`src/rtl/shit_fall_ctrl_if.sv`:
```
// shit_fall_ctrl_if: frame/drop/collision inputs and position/status outputs of the falling-object controller.
interface shit_fall_ctrl_if;
    logic startOfFrame;
    logic drop;
    logic collision;
    logic signed [10:0] dropX;
    logic signed [10:0] dropY;
    logic signed [7:0] windSpeed;
    logic signed [10:0] topLeftX;
    logic signed [10:0] topLeftY;
    logic isActive;
    logic splash;
    logic busy;
    modport master(
        output startOfFrame, drop, collision, dropX, dropY, windSpeed,
        input topLeftX, topLeftY, isActive, splash, busy
    );
    modport slave(
        input startOfFrame, drop, collision, dropX, dropY, windSpeed,
        output topLeftX, topLeftY, isActive, splash, busy
    );
endinterface

```
`src/rtl/shit_fall_ctrl.sv`:
```
// shit_fall_ctrl: gravity-driven falling object with floor landing, collision splash and timed return to idle.
// Horizontal wind drift is built in only when SHIT_FALL_WIND_EN is defined.
module shit_fall_ctrl #(
    parameter logic signed [10:0] FLOOR_Y = 11'sd447,
    parameter int GRAVITY = 4,
    parameter int MAX_SPEED = 512,
    parameter int SPLASH_FRAMES = 8
) (
    input logic clk,
    input logic resetN,
    shit_fall_ctrl_if.slave bus
);
    typedef enum logic [1:0] {IDLE, FALL, SPLASH} state_t;
    state_t state, state_n;
    logic [15:0] speed, speed_n, spd_add, spd_new;
    logic signed [16:0] pos_x, pos_x_n, pos_y, pos_y_n, x_new;
    logic signed [17:0] y_add;
    logic [7:0] cnt, cnt_n;
    logic landed, spl_done;

    assign spd_add = speed + 16'(GRAVITY);
    assign spd_new = (spd_add > 16'(MAX_SPEED)) ? 16'(MAX_SPEED) : spd_add;
    assign y_add = {pos_y[16], pos_y} + {2'b00, spd_new};
    assign landed = $signed(y_add[17:6]) >= $signed({FLOOR_Y[10], FLOOR_Y});
    assign spl_done = cnt == 8'(SPLASH_FRAMES - 1);

`ifdef SHIT_FALL_WIND_EN
    logic signed [17:0] x_sum;
    assign x_sum = {pos_x[16], pos_x} + {{4{bus.windSpeed[7]}}, bus.windSpeed, 6'b0};
    assign x_new = (x_sum < 0) ? '0 : (x_sum > 18'sd40896) ? 17'sd40896 : x_sum[16:0];
`else
    logic unused_wind;
    assign unused_wind = ^bus.windSpeed;
    assign x_new = pos_x;
`endif

    always_comb begin
        state_n = state;
        speed_n = speed;
        pos_x_n = pos_x;
        pos_y_n = pos_y;
        cnt_n = cnt;
        case (state)
            IDLE: if (bus.drop) begin
                state_n = FALL;
                speed_n = '0;
                pos_x_n = {bus.dropX, 6'b0};
                pos_y_n = {bus.dropY, 6'b0};
            end
            FALL: begin
                // a collision freezes motion unless this same frame also lands
                if (bus.startOfFrame && (landed || !bus.collision)) begin
                    speed_n = spd_new;
                    pos_x_n = x_new;
                    pos_y_n = landed ? {FLOOR_Y, 6'b0} : y_add[16:0];
                end
                if (bus.collision || (bus.startOfFrame && landed)) state_n = SPLASH;
            end
            SPLASH: if (bus.startOfFrame) begin
                cnt_n = spl_done ? '0 : cnt + 8'd1;
                state_n = spl_done ? IDLE : SPLASH;
            end
            default: state_n = IDLE;
        endcase
    end

    always_ff @(posedge clk) begin
        if (!resetN) begin
            state <= IDLE;
            speed <= '0;
            pos_x <= '0;
            pos_y <= '0;
            cnt <= '0;
            bus.topLeftX <= '0;
            bus.topLeftY <= '0;
            bus.isActive <= 1'b0;
            bus.splash <= 1'b0;
            bus.busy <= 1'b0;
        end else begin
            state <= state_n;
            speed <= speed_n;
            pos_x <= pos_x_n;
            pos_y <= pos_y_n;
            cnt <= cnt_n;
            bus.topLeftX <= pos_x_n[16:6];
            bus.topLeftY <= pos_y_n[16:6];
            bus.isActive <= state_n != IDLE;
            bus.splash <= state_n == SPLASH;
            bus.busy <= state_n != IDLE;
        end
    end
endmodule

```
`src/flat_wrapper.sv`:
```
// flat-port wrapper written by rule: the top's interface ports become plain ports
module shit_fall_ctrl_flat 
#(
    parameter logic signed [10:0] FLOOR_Y = 11'sd447,
    parameter int GRAVITY = 4,
    parameter int MAX_SPEED = 512,
    parameter int SPLASH_FRAMES = 8
)
  (clk, resetN, bus_startOfFrame, bus_drop, bus_collision, bus_dropX, bus_dropY, bus_windSpeed, bus_topLeftX, bus_topLeftY, bus_isActive, bus_splash, bus_busy);
  shit_fall_ctrl_if bus_i ();
  input logic clk;
  input logic resetN;
  input wire logic [$bits(bus_i.startOfFrame)-1:0] bus_startOfFrame;
  input wire logic [$bits(bus_i.drop)-1:0] bus_drop;
  input wire logic [$bits(bus_i.collision)-1:0] bus_collision;
  input wire logic [$bits(bus_i.dropX)-1:0] bus_dropX;
  input wire logic [$bits(bus_i.dropY)-1:0] bus_dropY;
  input wire logic [$bits(bus_i.windSpeed)-1:0] bus_windSpeed;
  output wire logic [$bits(bus_i.topLeftX)-1:0] bus_topLeftX;
  output wire logic [$bits(bus_i.topLeftY)-1:0] bus_topLeftY;
  output wire logic [$bits(bus_i.isActive)-1:0] bus_isActive;
  output wire logic [$bits(bus_i.splash)-1:0] bus_splash;
  output wire logic [$bits(bus_i.busy)-1:0] bus_busy;
  assign bus_i.startOfFrame = bus_startOfFrame;
  assign bus_i.drop = bus_drop;
  assign bus_i.collision = bus_collision;
  assign bus_i.dropX = bus_dropX;
  assign bus_i.dropY = bus_dropY;
  assign bus_i.windSpeed = bus_windSpeed;
  assign bus_topLeftX = bus_i.topLeftX;
  assign bus_topLeftY = bus_i.topLeftY;
  assign bus_isActive = bus_i.isActive;
  assign bus_splash = bus_i.splash;
  assign bus_busy = bus_i.busy;
  shit_fall_ctrl #(.FLOOR_Y(FLOOR_Y), .GRAVITY(GRAVITY), .MAX_SPEED(MAX_SPEED), .SPLASH_FRAMES(SPLASH_FRAMES)) u_core (.clk(clk), .resetN(resetN), .bus(bus_i));
endmodule
```
`config.mk`:
```
export PLATFORM = sky130hd
export DESIGN_NAME = shit_fall_ctrl_flat
export DESIGN_NICKNAME = d
export VERILOG_FILES = /design/src/rtl/shit_fall_ctrl_if.sv /design/src/rtl/shit_fall_ctrl.sv /design/src/flat_wrapper.sv
export SDC_FILE = /design/constraint.sdc
export NUM_CORES = 1
export LEC_CHECK = 0
export ABC_AREA = 1
export CAP_MARGIN = 15
export CORE_MARGIN = 2
export CORE_UTILIZATION = 30
export CTS_BUF_LIST = sky130_fd_sc_hd__clkbuf_4
export DETAILED_ROUTE_END_ITERATION = 7
export PLACE_DENSITY_LB_ADDON = 0.2
export SYNTH_ARGS = -nofsm -noshare
export SYNTH_HDL_FRONTEND = slang
export SYNTH_SLANG_ARGS = --single-unit
```
`constraint.sdc`:
```
create_clock -name clk -period 8.2 [get_ports clk]
set_input_delay 1.23 -clock clk [delete_from_list [all_inputs] [get_ports clk]]
set_output_delay 1.23 -clock clk [all_outputs]
set_load 0.01 [all_outputs]
```
* Yosys cells after proc, flatten, opt, wreduce, memory -nomap -nowiden *
Index checks and enable logic that the tools add are counted.

storage, ports and cells
  bits in registers = 56
  input port bits = 35
  logic and storage cells = 46

cells by class
  add/sub/neg operators = 3
  $lt $le $gt $ge = 2
  equality and inequality tests = 6
  muxes and demuxes = 16
  reduce and logical (&&, ||, !) cells = 11

operators by type and width
  cell                   count
  $mux 17                5
  $mux 16                3
  $pmux 17 s2            1
  $pmux 16 s2            1
  $add 17x17->18         1
  $add 16x3->16 const B  1
  $gt 16x10->1 const B   1
  $ge 12x10->1 const B   1
  $add 8x1->8 const B    1
  $eq 8x3->1 const B     1
  $mux 2                 4
  $mux 8                 1
  $pmux 2 s3             1
  $eq 2x2->1 const B     2
  $reduce_and 2->1       2
  $reduce_bool 2->1      2
  $reduce_and 3->1       1
  $eq 2x1->1 const B     1
  $logic_and 1x1->1      2
  $logic_not 2->1        1
  $logic_or 1x1->1       2
  $ne 2x1->1 const B     1
  $ne 2x2->1 const B     1
  $logic_not 1->1        1

* Logic depth before layout (Yosys ltp) *
Gate-level depths: netlist of run 1.

  depth after elaboration = 10
  mapped depth = 33
  depth with buffers taken out = 32

* Least setup slack after synthesis of run 1 *
Ideal clock, no wire load.

  path kind = register to register
  from = reg u_core.speed[2]
  to = reg u_core.bus.topLeftY[7]
  library setup time = 0.111 ns
  data arrival time = 3.676 ns
  slack = 4.413 ns
  cell stages (with the launch flop) = 33
  period minus slack after synthesis = 3.787 ns
  cell sequence = dfxtp_1 > ha_1 > nand2_1 > nor2_2 > nand3_1 > nor3_1 > nand2_1 > xor2_1 > nor3_1 > nand2_1 > nor3b_1 > inv_1 > nor2_1 > ha_1 > fa_1 > nand3_1 > nand3_2 > nand2_1 > nand2_1 > nand2_1 > nand2_1 > nand2_1 > nand2_2 > nand2_1 > nor2_4 > nand4_4 > nand3_4 > nand2_8 > nand2_8 > inv_6 > buf_8 > nor2_2 > nor2_2

on the way
  word-level cells in the longest chain between the ends = 9

RTL lines
  item                        line                     RTL
  start: declaration          shit_fall_ctrl.sv:15     logic [15:0] speed, speed_n, spd_add, spd_new;
  start signal: assignment    shit_fall_ctrl.sv:81     speed <= speed_n;
  $add 16x3->16 (*)           shit_fall_ctrl.sv:21     assign spd_add = speed + 16'(GRAVITY);
  $gt 16x10->1                shit_fall_ctrl.sv:22     assign spd_new = (spd_add > 16'(MAX_SPEED)) ? 16'(MAX_SPEED) : spd_add;
  $mux 16 (*)                 shit_fall_ctrl.sv:22
  $add 17x17->18 (*)          shit_fall_ctrl.sv:23     assign y_add = {pos_y[16], pos_y} + {2'b00, spd_new};
  $ge 12x10->1                shit_fall_ctrl.sv:24     assign landed = $signed(y_add[17:6]) >= $signed({FLOOR_Y[10], FLOOR_Y});
  $logic_or 1x1->1            shit_fall_ctrl.sv:52     if (bus.startOfFrame && (landed || !bus.collision)) begin
  $logic_and 1x1->1           shit_fall_ctrl.sv:52
  $ne 2x1->1 (no line)        -
  $reduce_and 3->1 (no line)  -
  end signal: assignment      shit_fall_ctrl.sv:86     bus.topLeftY <= pos_y_n[16:6];
  end: declaration            shit_fall_ctrl_if.sv:20  output topLeftX, topLeftY, isActive, splash, busy

Every way passes the cells marked *; elsewhere a longest branch is shown, timed or not. The select of a mux whose other input is x is not followed.
A chain may end at the register's enable or synchronous reset.

* Worst setup path after layout of run 1 *
  from = reg u_core.speed[2]
  to = reg u_core.speed[9]

on the way
  word-level cells in the longest chain between the ends = 9

RTL lines
  item                        line
  $add 16x3->16 (*)           shit_fall_ctrl.sv:21
  $gt 16x10->1                shit_fall_ctrl.sv:22
  $mux 16 (*)                 shit_fall_ctrl.sv:22
  $add 17x17->18              shit_fall_ctrl.sv:23
  $ge 12x10->1                shit_fall_ctrl.sv:24
  $logic_or 1x1->1            shit_fall_ctrl.sv:52
  $logic_and 1x1->1           shit_fall_ctrl.sv:52
  $ne 2x1->1 (no line)        -
  $reduce_and 3->1 (no line)  -

Marked as above.

==> results of run 1 <==
[cells by family (layout without fill, tap and decap cells)]
logic type | after synthesis | in the layout | synth area share [%]
XOR/XNOR | 14 | 14 | 2.89
multiplexers | 1 | 1 | 0.236
adder cells (fa/ha/maj) | 19 | 19 | 5.78
flip-flops | 56 | 56 | 26.4
other | 1 | 6 | 0.0884
AND/OR/NAND/NOR | 420 | 420 | 45.5
buffers and inverters | 137 | 173 | 14.1
AO/OA/AOI/OAI | 41 | 41 | 5.04
[path summary, 6_finish.rpt]
kind | end | slack (ns) | depth (start not counted)
worst max register to register | u_core.speed[9] | 3.47 | 31
worst min register to register | u_core.speed[0] | 0.47 | 2
worst min-delay path | u_core.speed[0] | 0.47 | 2
worst max-delay path | u_core.speed[9] | 3.47 | 31
[power by group through the flow]
stage | combinational [uW] | clock (uW) | sequential, uW
after detailed placement | 339 | 0 | 321
after global routing | 384 | 149 | 318
after CTS | 340 | 141 | 315
final | 339 | 129 | 314
after global placement | 336 | 0 | 320
after floorplan | 250 | 0 | 319
[cell type report]
| class | count | area share, % |
|---|---|---|
| clock buffers | 5 | 0.766 |
| flip-flops and latches | 56 | 22.9 |
| clock inverters | 3 | 0.358 |
| inverters | 111 | 8.61 |
| multi-input cells | 501 | 51.9 |
| well taps | 180 | 4.60 |
| repair buffers | 54 | 10.9 |
[stage by stage]
step / cell area, sq um / util, % / std cells / power, uW
finish: 4900 / 35.4 / 910 / 782
detailed placement: 4840 / 35.0 / 902 / 659
global route: 4900 / 35.4 / 910 / 851
floorplan: 4260 / - / 694 / 569
CTS: 4900 / 35.4 / 910 / 796
global placement: 4840 / 35.0 / 902 / 656
[placed cells by master (no fill, tap or decap), types with 2 or more instances in the layout]
cell type,instances
sky130_fd_sc_hd__clkinv_1,2
sky130_fd_sc_hd__nor2_1,104
sky130_fd_sc_hd__xnor2_1,5
sky130_fd_sc_hd__conb_1,6
sky130_fd_sc_hd__a21oi_1,15
sky130_fd_sc_hd__nand4_1,13
sky130_fd_sc_hd__nor3b_1,2
sky130_fd_sc_hd__nand3_1,53
sky130_fd_sc_hd__ha_1,18
sky130_fd_sc_hd__xor2_1,9
sky130_fd_sc_hd__nor4_1,2
sky130_fd_sc_hd__nand2_8,2
sky130_fd_sc_hd__clkdlybuf4s50_1,51
sky130_fd_sc_hd__o21ai_0,23
sky130_fd_sc_hd__nand2_1,179
sky130_fd_sc_hd__nand3_2,4
sky130_fd_sc_hd__buf_4,3
sky130_fd_sc_hd__nand2_2,4
sky130_fd_sc_hd__and2_1,2
sky130_fd_sc_hd__nor3_1,15
sky130_fd_sc_hd__or2_2,7
sky130_fd_sc_hd__dfxtp_1,56
sky130_fd_sc_hd__inv_1,107
sky130_fd_sc_hd__inv_2,2
sky130_fd_sc_hd__a21oi_2,2
sky130_fd_sc_hd__nor2_4,2
sky130_fd_sc_hd__clkbuf_4,5
sky130_fd_sc_hd__inv_6,2
sky130_fd_sc_hd__nor2_2,22
sky130_fd_sc_hd__nand3b_1,4
[sequential cells by signal, indices dropped and copies added (netlist names)]
register	cells
u_core.pos_x	11
u_core.bus.topLeftY	11
u_core.bus.isActive	1
u_core.speed	16
u_core.pos_y	6
u_core.bus.splash	1
u_core.state	2
u_core.cnt	8
[worst reg2reg max path: cells and delay by family (launching register included)]
family                     cells  cell delay [ns]
buffers and inverters          3             0.32
adders and majority gates      3             0.63
DFF                            1             0.38
xor gates and xnor gates       1             0.17
and+or+nand+nor               24             3.15
[metal layers]
| layer | vias up | track usage (%) |
|---|---|---|
| li1 | 2193 | - |
| met1 | 1766 | 19.2 |
| met2 | 55 | 26.3 |
| met3 | 10 | 2.68 |
| met4 | 0 | 4.38 |
| met5 | - | 0 |
[synthesized netlist by cell type (2+ instances only)]
master,instances
sky130_fd_sc_hd__buf_4,12
sky130_fd_sc_hd__nand4_1,13
sky130_fd_sc_hd__xor2_1,9
sky130_fd_sc_hd__nand2_2,4
sky130_fd_sc_hd__and2_1,2
sky130_fd_sc_hd__nand2_8,2
sky130_fd_sc_hd__nor3b_1,2
sky130_fd_sc_hd__nor2_2,22
sky130_fd_sc_hd__ha_1,18
sky130_fd_sc_hd__nor2_1,104
sky130_fd_sc_hd__nor4_1,2
sky130_fd_sc_hd__o21ai_0,23
sky130_fd_sc_hd__dfxtp_1,56
sky130_fd_sc_hd__xnor2_1,5
sky130_fd_sc_hd__or2_2,7
sky130_fd_sc_hd__a21oi_2,2
sky130_fd_sc_hd__clkbuf_1,10
sky130_fd_sc_hd__nand3_2,4
sky130_fd_sc_hd__a21oi_1,15
sky130_fd_sc_hd__nor3_1,15
sky130_fd_sc_hd__nor2_4,2
sky130_fd_sc_hd__inv_2,2
sky130_fd_sc_hd__nand3b_1,4
sky130_fd_sc_hd__inv_1,107
sky130_fd_sc_hd__nand2_1,179
sky130_fd_sc_hd__nand3_1,53
sky130_fd_sc_hd__buf_6,3
==> results, run 1 <==
- The run finished with clean final reports.
- The type of the tightest min-delay check is flop to flop.
- The largest single stage delay on the critical path is 0.38 ns.
- Across the routed clock network, the largest skew measured is roughly 0.021 ns.
- The peak fanout along the critical path is 23.
- The worst path uses roughly 58% of the clock period.
- The pin count of the biggest net entering global routing is 42.
- The via count of the first global-routing pass is ~4000.
- The dominant cell type by area after synthesis is sky130_fd_sc_hd__dfxtp_1.
- The sequential cells in the finished layout cover a total of between 0.001 and 0.0015 sq mm.
- After detailed routing, the number of remaining DRC violations is 0.
- The required time reported for the critical path endpoint is about 8.5 ns.
- The worst hold path begins at u_core.speed[0].
- The worst-margin pin slew is just over 0.5 ns.
- The routed design uses roughly 460 microns of met3 wire.
- The part of the Yosys area used for sequential elements is around a quarter.
- The async set-or-reset flop fraction in the synthesized netlist is 0%.
- The area enclosed by the die boundary is approximately 0.015 sq mm.
- Gates resized during post-CTS repair numbered 0.
- The later pin in the worst-skew pair is clocked with a latency of approximately 0.42 ns.
- The H-tree generated during clock tree synthesis spans 2 levels.
- After detailed routing, the total wire length is about 11 mm.
- The number of setup buffers added after CTS is 0.
- Synthesis inferred between 50 and 60 register bits.
- By area the synthesized netlist is led by sky130_fd_sc_hd__dfxtp_1 (26%), sky130_fd_sc_hd__nand2_1 (16%), sky130_fd_sc_hd__inv_1 (9.5%).
- The net switching component of the power is 322 uW.
- Of the total power, the share spent switching nets is roughly 40%.
- Measured against its own limit, the worst slew margin works out to between 60% and 70%.
- The maximum VDD drop is approximately 0.064 mV.
- Across all setup checks in the final design, the least slack found is 3.47 ns.
- Summing all multi-input logic gate instances after layout gives 0.00254 sq mm.
- The top routing layer in use is met4.
- The library cell contributing the largest single delay on the critical path is sky130_fd_sc_hd__dfxtp_1.
- The part of the total power dissipated in combinational logic is around 43%.
- Before antenna repair, the detailed router went through 4 iterations.
- The largest buffer count on any clock path is 2.
- The source of the worst register-to-register timing path is u_core.speed[2].
- Clock-pin slew was measured on the worst setup and hold paths at about 0.16 ns.
- The initial antenna violation count is 0.
- Summed over all layers, the global routing overflow is 0.
- In this run, the clock network consumes between 10% and 20% of the power.
- The residual antenna-violating net count after detailed routing is 0.
- The post-synthesis area per instance is about 6.2 sq um.
- The final count of pins violating max slew is 0.
- The initial core utilization is a little under a third.
- The internal portion of the total power is between 400 and 500 uW.
- The fraction of final layout cells sized beyond drive strength 1 is under 10%.
- The total leakage power is about 0.0024 uW.
- The number of buffers and inverters on the critical path is 3.
- The routed via count divided by cell count is roughly 4.4.
- The time the final worst path needs with I/O delays and setup is between 4 and 5 ns.
- The tree is rooted in a sky130_fd_sc_hd__clkbuf_4.
- In the final timing run, aggregate negative setup slack is 0 ns.
- The sequential share of power is between 40% and 50%.
- The number of setup violations in the final report is 0.
- At the worst endpoint, the arrival time is roughly 5 ns.
- STA classifies the critical path startpoint as a flop.
- After synthesis, the largest area contributor takes up between 20% and 30% of total cell area.
- The clock net in this run drives a total of 56 sinks.
- The sum of net half-perimeters after detailed placement is between 8 and 9 mm.
- After synthesis, the netlist uses 39 different library cells.
- In this run the worst setup path begins at u_core.speed[2].
- The area of the mapped netlist is ~0.0042 sq mm.
- The pre-CTS worst setup slack is ~3.5 ns.
- The final RePlAce weighted congestion is 0.880.
- The maximum clock frequency is between 0.2 and 0.25 GHz.
- The worst setup path is captured at a flop.
- The routed length per placed instance is approximately 12 microns.
- The most used flip-flop cell after synthesis is sky130_fd_sc_hd__dfxtp_1.
- The count of hold buffers inserted by post-cts repair is 0.
- The max-cap violation count is 0.
- For this block, the via count after detailed routing is 4024.
- The DRC marker count from the first detailed-route iteration is ~280.
- The power density normalized to cell area is 160 mW/mm^2.
- Across all hold checks on the routed design, the worst slack comes to 0.470 ns.
- The cell count after synthesis came out at between 600 and 700.
- For this run, the number of Yosys warnings is 0.
- The routed design uses around 5.2 mm of met2 wire.
- The count of inserted antenna diode cells is 0.
- The standard-cell row count is between 40 and 50.
- The final number of hold-violating endpoints is 0.
- The global-route wire length before repair is about 18 mm.
- The cell type with the highest occurrence count on the critical path is sky130_fd_sc_hd__nand2_1.
- The y dimension of the die is between 100 and 150 microns.
- For this block, wires on met1 add up to between 4 and 5 mm.
- TritonCTS built the clock tree.
- The area growth from synthesis to layout is 15.4%.
- The top-level port count is 60.
- The number of I/O port buffers is around 50.
- Counting the buffers created by CTS gives 5.
- Setup repair after global routing left no endpoint under its margin.
- The die width is between 100 and 150 microns.
- The family of cells with the greatest summed delay on the critical path is simple AND/OR/NAND/NOR gates.
- After filler insertion, the fill cell instance count of the layout stands at 1507.
- The type of the worst setup path is flop to flop.
- Global routing used between 15 and 20% of the available tracks.
- The final layout contains 783 nets.
- The synthesized design contains 0 enable-type register cells.
- In this run the standard cell core region covers between 0.01 and 0.015 sq mm.
(Power assumes the default switching activity.)
==> inputs of run 2 (changes only) <==
Clock period 8.2 ns to 4.6 ns, I/O delays scaled along.
==> results, run 2 (same netlist as run 1, synthesis figures left out) <==
- The sequential share of power is 37.3%.
- The detailed router finished its first iteration with 209 violations.
- At the worst endpoint, the required time is between 4 and 5 ns.
- For this run, the total global-route usage over all layers was measured as approximately 15%.
- The root buffer cell is sky130_fd_sc_hd__clkbuf_4.
- The number of setup violations in the final report is 0.
- The type of the tightest min-delay check is flop to flop.
- In the routed design, unresolved DRC markers number 0.
- In this run switching power makes up slightly below 40% of total power.
- In this run the worst path has a maximum fanout of 18.
- Including well taps, the total number of placed cells is around 910.
- The synthesis-to-finish area growth is 21.3%.
- The worst setup path is launched from a flop.
- The count of placed standard cells in the final layout, fillers left out is between 900 and 1000.
- Routability-driven placement finished with a final weighted congestion of between 0.8 and 0.9.
- The sum of net half-perimeters after detailed placement is about 8.7 mm.
- Internal power comes to roughly 910 uW.
- The via count of the first global-routing pass is between 3000 and 4000.
- The total leakage power is 0.00251 uW.
- The register with the most flip-flops in the final layout is u_core.speed.
- The routed length per placed instance is roughly 12 microns.
- STA classifies the critical path endpoint as a flop.
- The library cells used most frequently in the layout, excluding fill and tap cells, are sky130_fd_sc_hd__nand2_1 (173), sky130_fd_sc_hd__inv_1 (107), sky130_fd_sc_hd__nor2_1 (103).
- The power density normalized to cell area is approximately 290 mW/mm^2.
- The core region is about 0.014 sq mm.
- The type of the worst setup path is flop to flop.
- The final worst setup slack is ~0.39 ns.
- In this run the vertical extent of the chip is ~120 microns.
- IR analysis of the VDD net gives a maximum drop of around 0.11 mV.
- After detailed routing, the number of vias per cell comes to between 4 and 5.
- The largest registers in the layout are u_core.speed (16), u_core.bus.topLeftY (11), u_core.pos_x (11).
- The clock latency of the later-clocked register in the worst-skew pair is approximately 0.43 ns.
- STA puts the critical path data arrival time at around 4.5 ns.
- The flip-flop count of the largest register after layout is 16.
- Across the routed clock network, the largest skew measured is roughly 0.021 ns.
- The tree built by TritonCTS fans out to between 50 and 60 sinks.
- In this run the tightest slew margin relative to its limit is between 30% and 40%.
- TritonCTS built the clock tree.
- The largest buffer count on any clock path is 2.
- The wire length reported by the detailed router is ~11 mm.
- The portion of the clock cycle consumed by the worst path in the final layout is between 90% and 100%.
- Clock tree synthesis inserted a total of 5 buffers.
- The detail route stage leaves a number of antenna-violating nets equal to 0.
- The initial antenna violation count is 0.
- The utilization of the core after routing is 37.2%.
- For this design the top-level I/O count stands at 60.
- The time the final worst path needs with I/O delays and setup is around 4.2 ns.
- The run finished with clean final reports.
- In this run, the combinational gates consume a little over two fifths of the power.
- After the last flow step, the layout net total stands at 803.
- The first global-routing pass estimated roughly 18 mm of wire.
- In this run the power spent charging and discharging nets is approximately 600 uW.
- Setup repair after global routing could not meet its margin everywhere.
- The cell type with the highest occurrence count on the critical path is sky130_fd_sc_hd__nand2_1.
- The max-cap violation count is 0.
- At the pin with the least slew margin, the transition time is between 0.8 and 0.9 ns.
- The clock-pin slew on the worst setup and hold paths is roughly 0.19 ns.
- On the worst path, the slowest cell contributes a delay of ~0.37 ns.
- Global routing finished with a remaining overflow of 0.
- The final count of pins violating max slew is 0.
- Cells with a size suffix above 1 make up about an eighth of the layout.
- The via count is around 4200.
- The library cell contributing the largest single delay on the critical path is sky130_fd_sc_hd__dfxtp_2.
- Based on the critical path, the design can be clocked at up to about 0.24 GHz.
- The floorplan step set the die width to 123 microns.
- Once the floorplan was initialized, standard cells occupied around 31% of the core.
- The final number of hold-violating endpoints is 0.
- The most common library cell in the layout ignoring fill and taps is sky130_fd_sc_hd__nand2_1.
- In the final timing run, aggregate negative setup slack is 0 ns.
- During placement, the flow inserted port buffers numbering around 50.
- The count of inserted antenna diode cells is 0.
- The standard-cell row count is 43.
- The worst-case register-to-register setup slack is between 0.3 and 0.4 ns.
- The number of hold buffers added after CTS was 0.
- The die covers around 0.015 sq mm.
- Entering global routing, the biggest net connects 42 pins.
- The share of total power in the clock network is between 15 and 20%.
- The pre-antenna-repair detailed-routing pass consisted of 5 iterations.
- The H-tree was split into 2 levels.
- The pre-CTS worst setup slack is around 0.076 ns.
[run 2: per-stage QoR]
step / total power, uW / hold WS (ns) / area (sq um)
after global routing: 1630 / 0.496 / 5150
after global placement: 1180 / 0.447 / 4910
after floorplan: 1010 / 0.422 / 4260
final: 1510 / 0.473 / 5150
after CTS: 1500 / 0.473 / 5000
after detailed placement: 1190 / 0.446 / 4910
[run 2: power by group through the flow]
stage	logic (uW)	registers [uW]	clock network, uW
after global placement	615	570	0
after global routing	733	567	329
final	650	561	294
after floorplan	446	568	0
after detailed placement	621	572	0
after CTS	623	562	311
[run 2: area by class of cell]
class,count,area [sq um]
Multi-Input combinational cell,501,2600
Timing Repair Buffer,74,687
Clock buffer,5,37.5
Tap cell,180,225
Inverter,111,424
Sequential cell,56,1120
Clock inverter,3,46.3
Fill cell,1497,8680
[run 2: worst max-delay path: cells and delay by family, from the launching register on]
family        cells  cell delay [ns]
xor+xnor          1             0.16
fa+ha+maj         3             0.63
buf+inv           2             0.19
flops             1             0.37
simple gates     25             2.76
[run 2: routing by layer]
layer | GRT usage [%] | wire (microns) | vias up
met5 | 0 | 0 | -
met4 | 5.82 | 308 | 0
met3 | 2.91 | 389 | 19
met2 | 26.5 | 5400 | 67
met1 | 17.9 | 4970 | 1895
li1 | - | - | 2230
[run 2: what timing repair did]
item	in CTS	in global routing
hold endpoints to repair	0	0
gates resized for setup	0	23
setup endpoints to repair	0	37
buffers inserted	0	11
[run 2: final timing paths]
kind,start,endpoint,cells past startpoint
worst max register to register,u_core.speed[2],u_core.speed[6],31
worst max-delay path,u_core.speed[2],u_core.speed[6],31
worst min register to register,u_core.speed[1],u_core.speed[1],2
worst min-delay path,u_core.speed[1],u_core.speed[1],2
